===== src/rtl/mem_burst_master_pkg.sv =====
// ============================================================================
// mem_burst_master_pkg : shared FSM state, burst size codes, size decoding
// Revision 1.0
// ============================================================================
`default_nettype none

package mem_burst_master_pkg;

   typedef enum logic [2:0] {
      IDLE    = 3'd0,
      RD_REQ  = 3'd1,
      RD_WAIT = 3'd2,
      RD_DATA = 3'd3,
      WR_BEAT = 3'd4,
      DONE    = 3'd5
   } state_t;

   localparam logic [1:0] SZ_1W  = 2'b00;
   localparam logic [1:0] SZ_4W  = 2'b01;
   localparam logic [1:0] SZ_8W  = 2'b10;
   localparam logic [1:0] SZ_16W = 2'b11;

   function automatic logic [4:0] size_to_beats(input logic [1:0] code);
      logic [4:0] beats;
      case (code)
         SZ_1W:   beats = 5'd1;
         SZ_4W:   beats = 5'd4;
         SZ_8W:   beats = 5'd8;
         default: beats = 5'd16;
      endcase
      return beats;
   endfunction

endpackage

`default_nettype wire


===== src/rtl/mem_burst_master_addr_gen.sv =====
// ============================================================================
// burst_addr_gen : holds burst base, beat counter and last-beat flag
// Revision 1.0
// ============================================================================
`default_nettype none

module burst_addr_gen
   import mem_burst_master_pkg::*;
#(
   parameter int ADDR_W = 32
) (
   input  logic              clock,
   input  logic              reset_n,
   input  logic              load,
   input  logic [ADDR_W-1:0] load_addr,
   input  logic [1:0]        load_size,
   input  logic              step,
   output logic [ADDR_W-1:0] beat_addr,
   output logic              last_beat
);

   logic [ADDR_W-1:0] base_addr;
   logic [4:0]        num_beats;
   logic [4:0]        beat_cnt;

   always_ff @(posedge clock) begin
      if (!reset_n) begin
         base_addr <= '0;
         num_beats <= '0;
         beat_cnt  <= '0;
      end else if (load) begin
         base_addr <= load_addr;
         num_beats <= size_to_beats(load_size);
         beat_cnt  <= '0;
      end else if (step) begin
         beat_cnt  <= beat_cnt + 5'd1;
      end
   end

   // Word offset wraps modulo 2^ADDR_W along with the base.
   assign beat_addr = base_addr + {{(ADDR_W-7){1'b0}}, beat_cnt, 2'b00};
   assign last_beat = (beat_cnt == (num_beats - 5'd1));

endmodule

`default_nettype wire


===== src/rtl/mem_burst_master.sv =====
// ============================================================================
// mem_burst_master : single-outstanding burst initiator for main memory
// Revision 1.0
// ============================================================================
`default_nettype none

module mem_burst_master
   import mem_burst_master_pkg::*;
#(
   parameter int ADDR_W = 32,
   parameter int DATA_W = 32,
   parameter int RD_LAT = 1
) (
   input  logic              clock,
   input  logic              reset_n,
   input  logic              req_valid,
   output logic              req_ready,
   input  logic [ADDR_W-1:0] req_addr,
   input  logic [1:0]        req_size,
   input  logic              req_rw,
   input  logic [DATA_W-1:0] wr_data,
   input  logic              wr_valid,
   output logic              wr_ready,
   output logic [DATA_W-1:0] rd_data,
   output logic              rd_valid,
   output logic              rd_last,
   output logic              done,
   output logic              err,
   output logic [ADDR_W-1:0] mem_address,
   output logic [DATA_W-1:0] mem_data_in,
   output logic [1:0]        mem_access_size,
   output logic              mem_rw,
   output logic              mem_enable,
   input  logic              mem_busy,
   input  logic [DATA_W-1:0] mem_data_out
);

   state_t            state;
   state_t            state_nxt;
   logic              accept;
   logic              misaligned;
   logic              load;
   logic              wr_fire;
   logic              step;
   logic              last_beat;
   logic [ADDR_W-1:0] beat_addr;
   logic [1:0]        wait_cnt;
   logic              rd_req_en;
   logic [ADDR_W-1:0] addr_q;
   logic [DATA_W-1:0] wdata_q;
   logic [1:0]        size_q;
   logic              rw_q;

   // A read's done lands in the first IDLE cycle, so hold off new requests then.
   assign req_ready  = (state == IDLE) && !done;
   assign accept     = req_valid && req_ready;
   assign misaligned = |req_addr[1:0];
   assign load       = accept && !misaligned;
   assign wr_fire    = (state == WR_BEAT) && wr_valid && !mem_busy;
   assign wr_ready   = wr_fire;
   assign step       = (state == RD_DATA) || wr_fire;

   burst_addr_gen #(
      .ADDR_W (ADDR_W)
   ) u_addr_gen (
      .clock     (clock),
      .reset_n   (reset_n),
      .load      (load),
      .load_addr (req_addr),
      .load_size (req_size),
      .step      (step),
      .beat_addr (beat_addr),
      .last_beat (last_beat)
   );

   always_ff @(posedge clock) begin
      if (!reset_n) begin
         state <= IDLE;
      end else begin
         state <= state_nxt;
      end
   end

   always_comb begin
      state_nxt = state;
      case (state)
         IDLE: begin
            if (load) begin
               state_nxt = req_rw ? WR_BEAT : RD_REQ;
            end
         end
         RD_REQ: begin
            if (!mem_busy) begin
               state_nxt = (RD_LAT == 1) ? RD_DATA : RD_WAIT;
            end
         end
         RD_WAIT: begin
            if (wait_cnt == 2'(RD_LAT - 2)) begin
               state_nxt = RD_DATA;
            end
         end
         RD_DATA: begin
            if (last_beat) begin
               state_nxt = DONE;
            end
         end
         WR_BEAT: begin
            if (wr_fire && last_beat) begin
               state_nxt = DONE;
            end
         end
         DONE:    state_nxt = IDLE;
         default: state_nxt = IDLE;
      endcase
   end

   always_ff @(posedge clock) begin
      if (!reset_n) begin
         wait_cnt  <= '0;
         rd_req_en <= 1'b0;
         addr_q    <= '0;
         wdata_q   <= '0;
         size_q    <= '0;
         rw_q      <= 1'b0;
         rd_data   <= '0;
         rd_valid  <= 1'b0;
         rd_last   <= 1'b0;
         done      <= 1'b0;
         err       <= 1'b0;
      end else begin
         wait_cnt <= (state == RD_WAIT) ? wait_cnt + 2'd1 : 2'd0;
         err      <= accept && misaligned;
         // Write done follows the final beat; read done follows rd_last.
         done     <= (wr_fire && last_beat) || ((state == DONE) && !rw_q);
         rd_valid <= (state == RD_DATA);
         rd_last  <= (state == RD_DATA) && last_beat;
         if (state == RD_DATA) begin
            rd_data <= mem_data_out;
         end
         if (load) begin
            rd_req_en <= !req_rw;
            addr_q    <= req_addr;
            size_q    <= req_size;
            rw_q      <= req_rw;
         end else if ((state == RD_REQ) && !mem_busy) begin
            rd_req_en <= 1'b0;
         end
         if (wr_fire) begin
            addr_q  <= beat_addr;
            wdata_q <= wr_data;
            size_q  <= SZ_1W;
            rw_q    <= 1'b1;
         end
      end
   end

   // Write beats drive the port directly from inputs; otherwise registered values hold.
   assign mem_enable      = rd_req_en || wr_fire;
   assign mem_rw          = wr_fire ? 1'b1      : rw_q;
   assign mem_address     = wr_fire ? beat_addr : addr_q;
   assign mem_data_in     = wr_fire ? wr_data   : wdata_q;
   assign mem_access_size = wr_fire ? SZ_1W     : size_q;

endmodule

`default_nettype wire


===== config.mk =====
export PLATFORM = sky130hd
export DESIGN_NAME = mem_burst_master
export DESIGN_NICKNAME = d
export VERILOG_FILES = /design/src/rtl/mem_burst_master_pkg.sv /design/src/rtl/mem_burst_master_addr_gen.sv /design/src/rtl/mem_burst_master.sv
export SDC_FILE = /design/constraint.sdc
export NUM_CORES = 1
export LEC_CHECK = 0
export CAP_MARGIN = 15
export CORE_MARGIN = 1.5
export CORE_UTILIZATION = 40
export CTS_BUF_LIST = sky130_fd_sc_hd__clkbuf_4 sky130_fd_sc_hd__clkbuf_8 sky130_fd_sc_hd__clkbuf_16
export DETAILED_ROUTE_END_ITERATION = 8
export DONT_BUFFER_PORTS = 1
export MAX_ROUTING_LAYER = met4
export PLACE_DENSITY = 0.62
export SKIP_CTS_REPAIR_TIMING = 1
export SYNTH_ARGS = -nofsm -noshare
export SYNTH_HDL_FRONTEND = slang
export SYNTH_SLANG_ARGS = --single-unit

===== constraint.sdc =====
create_clock -name clock -period 2.8 [get_ports clock]
set_input_delay 0.42 -clock clock [delete_from_list [all_inputs] [get_ports clock]]
set_output_delay 0.42 -clock clock [all_outputs]
set_load 0.03 [all_outputs]

# Yosys cells after proc, flatten, opt, wreduce, memory -nomap -nowiden
# Index checks and enable logic that the tools add are counted.
[op_classes] bitwise_logic=1 n_eq_ne=14 addsub=4 reduce_logical=27 muxes=18
[ops] op="$mux 32" n=4
[ops] op="$add 32x7->32" n=1
[ops] op="$mux 3" n=6
[ops] op="$pmux 3 s5" n=1
[ops] op="$pmux 5 s3" n=1
[ops] op="$logic_and 1x1->1" n=10
[ops] op="$ne 2x2->1 const B" n=4
[ops] op="$eq 3x2->1 const B" n=2
[ops] op="$eq 3x3->1 const B" n=2
[ops] op="$reduce_or 2->1" n=3
[ops] op="$add 5x1->5 const B" n=1
[ops] op="$eq 5x5->1" n=1
[ops] op="$logic_not 1->1" n=5
[ops] op="$mux 1" n=5
[ops] op="$reduce_and 5->1" n=1
[ops] op="$sub 5x1->5 const B" n=1
[ops] op="$eq 2x2->1 const B" n=2
[ops] op="$reduce_bool 2->1" n=2
[ops] op="$eq 3x1->1 const B" n=1
[ops] op="$logic_not 3->1" n=1
[ops] op="$logic_or 1x1->1" n=3
[ops] op="$add 2x1->2 const B" n=1
[ops] op="$eq 2x1->1 const B" n=1
[ops] op="$logic_not 2->1" n=1
[ops] op="other kinds (4)" n=4
[word_totals] reg_bits=151 inputBits=104 output_inout_bits=106 word_cells=79

# Longest topological paths before layout
[depth] word_depth=6 ltp_mapped=8

# Modules after synthesis
# Synthesis repeated with hierarchy kept, for this count alone.
[hier_totals] hier_cells=843 area_unflattened_um2=7056.8
[modules_own_cells] module="mem_burst_master" cells_each=590 area_each_um2=4699.5 n_inst=1
[modules_own_cells] module="burst_addr_gen" cells_each=253 area_each_um2=2357.3 n_inst=1

# Worst setup path after synthesis
# Ideal clock, no wire load.
[synth_timing] path_kind="reg-to-output" startpoint="register u_addr_gen.beat_cnt[0]" endpoint="output port mem_address[16]" t_arrival_ps=2421 path_stages_with_launch=9 n_path_buf=1 setup_slack_ps=-41 cell_sequence="dfxtp_1 ha_1 fa_1 a211oi_1 o21ba_2 buf_2 nor3b_1 xnor2_1 a21oi_1"
[synth_between] elab_chain_cells=2
[synth_rtl] item="start: declaration" line_no="mem_burst_master_addr_gen.sv:24" source="logic [4:0] beat_cnt;"
[synth_rtl] item="start signal: assignment" line_no="mem_burst_master_addr_gen.sv:36" source="beat_cnt <= beat_cnt + 5'd1;"
[synth_rtl] item="$add 32x7->32" line_no="mem_burst_master_addr_gen.sv:41" source="assign beat_addr = base_addr + {{(ADDR_W-7){1'b0}}, beat_cnt, 2'b00};"
[synth_rtl] item="$mux 32" line_no="mem_burst_master.sv:160" source="assign mem_address = wr_fire ? beat_addr : addr_q;"
[synth_rtl] item="end: declaration" line_no="mem_burst_master.sv:29" source="output logic [ADDR_W-1:0] mem_address,"
# Every way passes these cells.

# Worst setup path in the final report
[layout_timing] startpoint="register u_addr_gen.beat_cnt[0]" endpoint="output port mem_address[30]"
# Same word-level chain as after synthesis.

==> key figures <==
Clock tree
  • Worst-path clk slew: 0.06 ns
  • CTS tree: built
  • CTS root buffer: clkbuf_16
  • Bufs on Longest Clock Path: 2
  • Clock latency on the worst-skew pair: 0.42 ns
  • Num CTS Buffers: 17
  • CTS sink cnt: 150
  • H-Tree Depth: 4

Place
  • GP Congestion: 0.798
  • DP Wirelength: 12,100 µm
  • Area after DPL: 0.00729 mm²
  • Placed cell count: 1,089
  • Pre-CTS setup slack: -0.0278 ns
  • PortBufs: 0

Routing
  • Via/cell ratio: 5.44
  • DRT Wirelength: 18,500 µm
  • Drt pass-1 iters: 5
  • Met3 wire length: 1290 µm
  • Remaining DRCs: 0
  • Via count: 6,168
  • Remaining antenna violation count after routing: 0
  • WL met1: 8150 µm
  • Met2 WL: 8750 µm
  • Highest routed layer: met4
  • Post-DR wirelength/cell: 16.3 µm
  • 1st-iter DRT viols: 401

Yosys
  • Ys async rst share: 0
  • Top_reg_cell synth: dfxtp_1
  • Mapped Area: 0.00671 mm²
  • Post-synthesis sequential area ratio: 0.447
  • Most common cell in the netlist: nand2_1
  • Post-synth EDFFs: 0
  • Unique masters post-synth: 55
  • Synthesized Nets: 986
  • Syn Area/Cell: 7.69 µm²
  • Cell count after synthesis: 873
  • Post-synth top area share: 0.447
  • Post-synth top area cell: dfxtp_1
  • Synth area leaders: dfxtp_1 (45%), nand2_1 (16%), a21oi_1 (9.6%)
  • Top cells by count, synth: nand2_1 (289), dfxtp_1 (150), a21oi_1 (129)
  • YS warnings: 0
  • Synth Register Bits: 150

Setup path
  • Worst path required time: 2.38 ns
  • CP endpoint kind: output pin
  • Arr. time, crit path: 2.46 ns
  • WS Path Type: flip-flop to output pin
  • Crit path from: u_addr_gen.beat_cnt[0]
  • Critical Path Start Type: flip-flop
  • CP Max Fanout: 8
  • Worst r2r src: state[2]

Cells and area
  • Filler cell count: 1,622
  • Share of cells above drive strength 1: 0.186
  • Fin util: 0.506
  • Nets: 1,012
  • Final instance area: 0.00834 mm²
  • Layout area overhead: 24.2%
  • Post-Layout Cell Count: 1,133

Min path
  • Hold Crit Start: mem_data_out[7]
  • HP Class: primary input to flip-flop

Timing
  • Min Tclk post-route: 2.88 ns
  • Max Fclk: 347 MHz
  • RSZ-0062 raised after global routing: true
  • Setup TNS: -0.424 ns
  • Final period util: 1.03
  • Hold Fails Final Rpt: 0
  • Final worst setup slack: -0.0843 ns
  • Hold_ws: 0.126 ns
  • Slew Limit Fails: 0
  • Clock skew: 0.0111 ns
  • Slew headroom: 0.532
  • Slew of the pin with the lowest slew margin: 0.703 ns
  • Final setup viols: 9

Floorplanning
  • Die Y: 133 µm
  • Site Rows: 47
  • Die W: 133 µm
  • Top Ports: 210
  • DIE AREA: 0.0176 mm²
  • Core area: 0.0165 mm²
  • Initial Util: 0.408

Status
  • Status: finished with violations
  • Failing checks: setup timing

GRT
  • Antenna violations before repair: 1
  • Vias in the first global route: 5,464
  • Total GRT Usage: 0.204
  • Global-route wire length before repair: 27,700 µm
  • Largest net degree at the start of global routing: 62
  • Grt total ovfl: 0

Power and ir drop
  • Power density cells: 596 mW/mm²
  • Post-layout power: 4.97 mW
  • Peak supply drop: 0.435 mV
  • LEAKAGE: 3.17 nW

Run
  • Max-cap viol count: 0
## flip-flops by register name (all words and copies together) (netlist names), 2 cells and up
register / cells
addr_q: 32
rd_data: 32
u_addr_gen.base_addr: 32
wdata_q: 32
u_addr_gen.beat_cnt: 5
u_addr_gen.num_beats: 4
state: 3
size_q: 2
wait_cnt: 2
## critical path, cell delays in order (launching register included)
cell and delay [ns]:
dfxtp_2 0.33, ha_4 0.16, fa_2 0.39, a211oi_4 0.27, o21ba_4 0.29, nor4_4 0.06, mux2_4 0.32, a21o_4 0.23
## layout by cell type, fill, tap and decap left out, types with 4 or more instances in the layout
cell type	Yosys	final
clkbuf_16	0	17
nor4_1	9	6
a211oi_1	7	5
mux2i_1	6	5
inv_1	7	6
ha_4	0	5
nand3_1	13	10
nand2_1	289	281
a221oi_1	6	6
buf_12	0	12
a21oi_1	129	128
o21ai_1	0	7
o211ai_1	4	4
xnor2_1	12	12
buf_6	2	5
xor2_1	9	7
clkinvlp_4	0	4
nor2_1	35	34
nand3b_1	4	4
o22ai_1	4	4
a21boi_0	6	6
a21o_1	5	4
o21a_1	9	5
buf_4	1	46
and3_1	10	10
nand4_1	5	5
a31oi_1	10	10
nand2b_1	7	7
dfxtp_2	0	10
o21ai_0	17	7
nand2_2	0	7
dfxtp_1	150	138
## where the power goes
group | internal (mW) | total, mW | switching, mW
combinational | 0.153 | 0.452 | 0.300
clock | 1.38 | 2.28 | 0.904
sequential | 2.19 | 2.24 | 0.0463
## worst paths after layout
path	endpoint	slack (ns)	cells after the start
hold reg to reg	wait_cnt[0]	0.43	1
setup reg to reg	addr_q[5]	0.48	7
setup / recovery	mem_address[30]	-0.08	7
hold / removal	rd_data[7]	0.13	2
## logic make-up (layout without fill, tap and decap cells)
kind of cell / after synthesis / in the layout / synth area share
AOI/OAI and AO/OA: 209 / 210 / 0.180
xor gates and xnor gates: 21 / 21 / 0.0274
adders and majority gates: 9 / 9 / 0.0179
buffers and inverters: 65 / 103 / 0.0429
DFF: 150 / 150 / 0.447
muxes: 10 / 10 / 0.0157
other: 0 / 1 / 0
and+or+nand+nor: 409 / 409 / 0.269
## area by class of cell
type / instances / area, µm² / share of cell area
repair buffers: 63 / 642 / 0.0770
inverters: 8 / 35.0 / 0.00420
clock inverters: 11 / 126 / 0.0152
flip-flops and latches: 150 / 3020 / 0.363
diodes: 1 / 2.50 / 0.000300
well taps: 220 / 275 / 0.0330
multi-input cells: 659 / 3770 / 0.452
clock buffers: 21 / 468 / 0.0561
## layer usage
layer,up-vias,GRT usage
met1,2907,0.250
li1,3031,-
met5,-,-
met2,208,0.318
met4,0,0.0726
met3,22,0.0594
(Power assumes the default switching activity.)
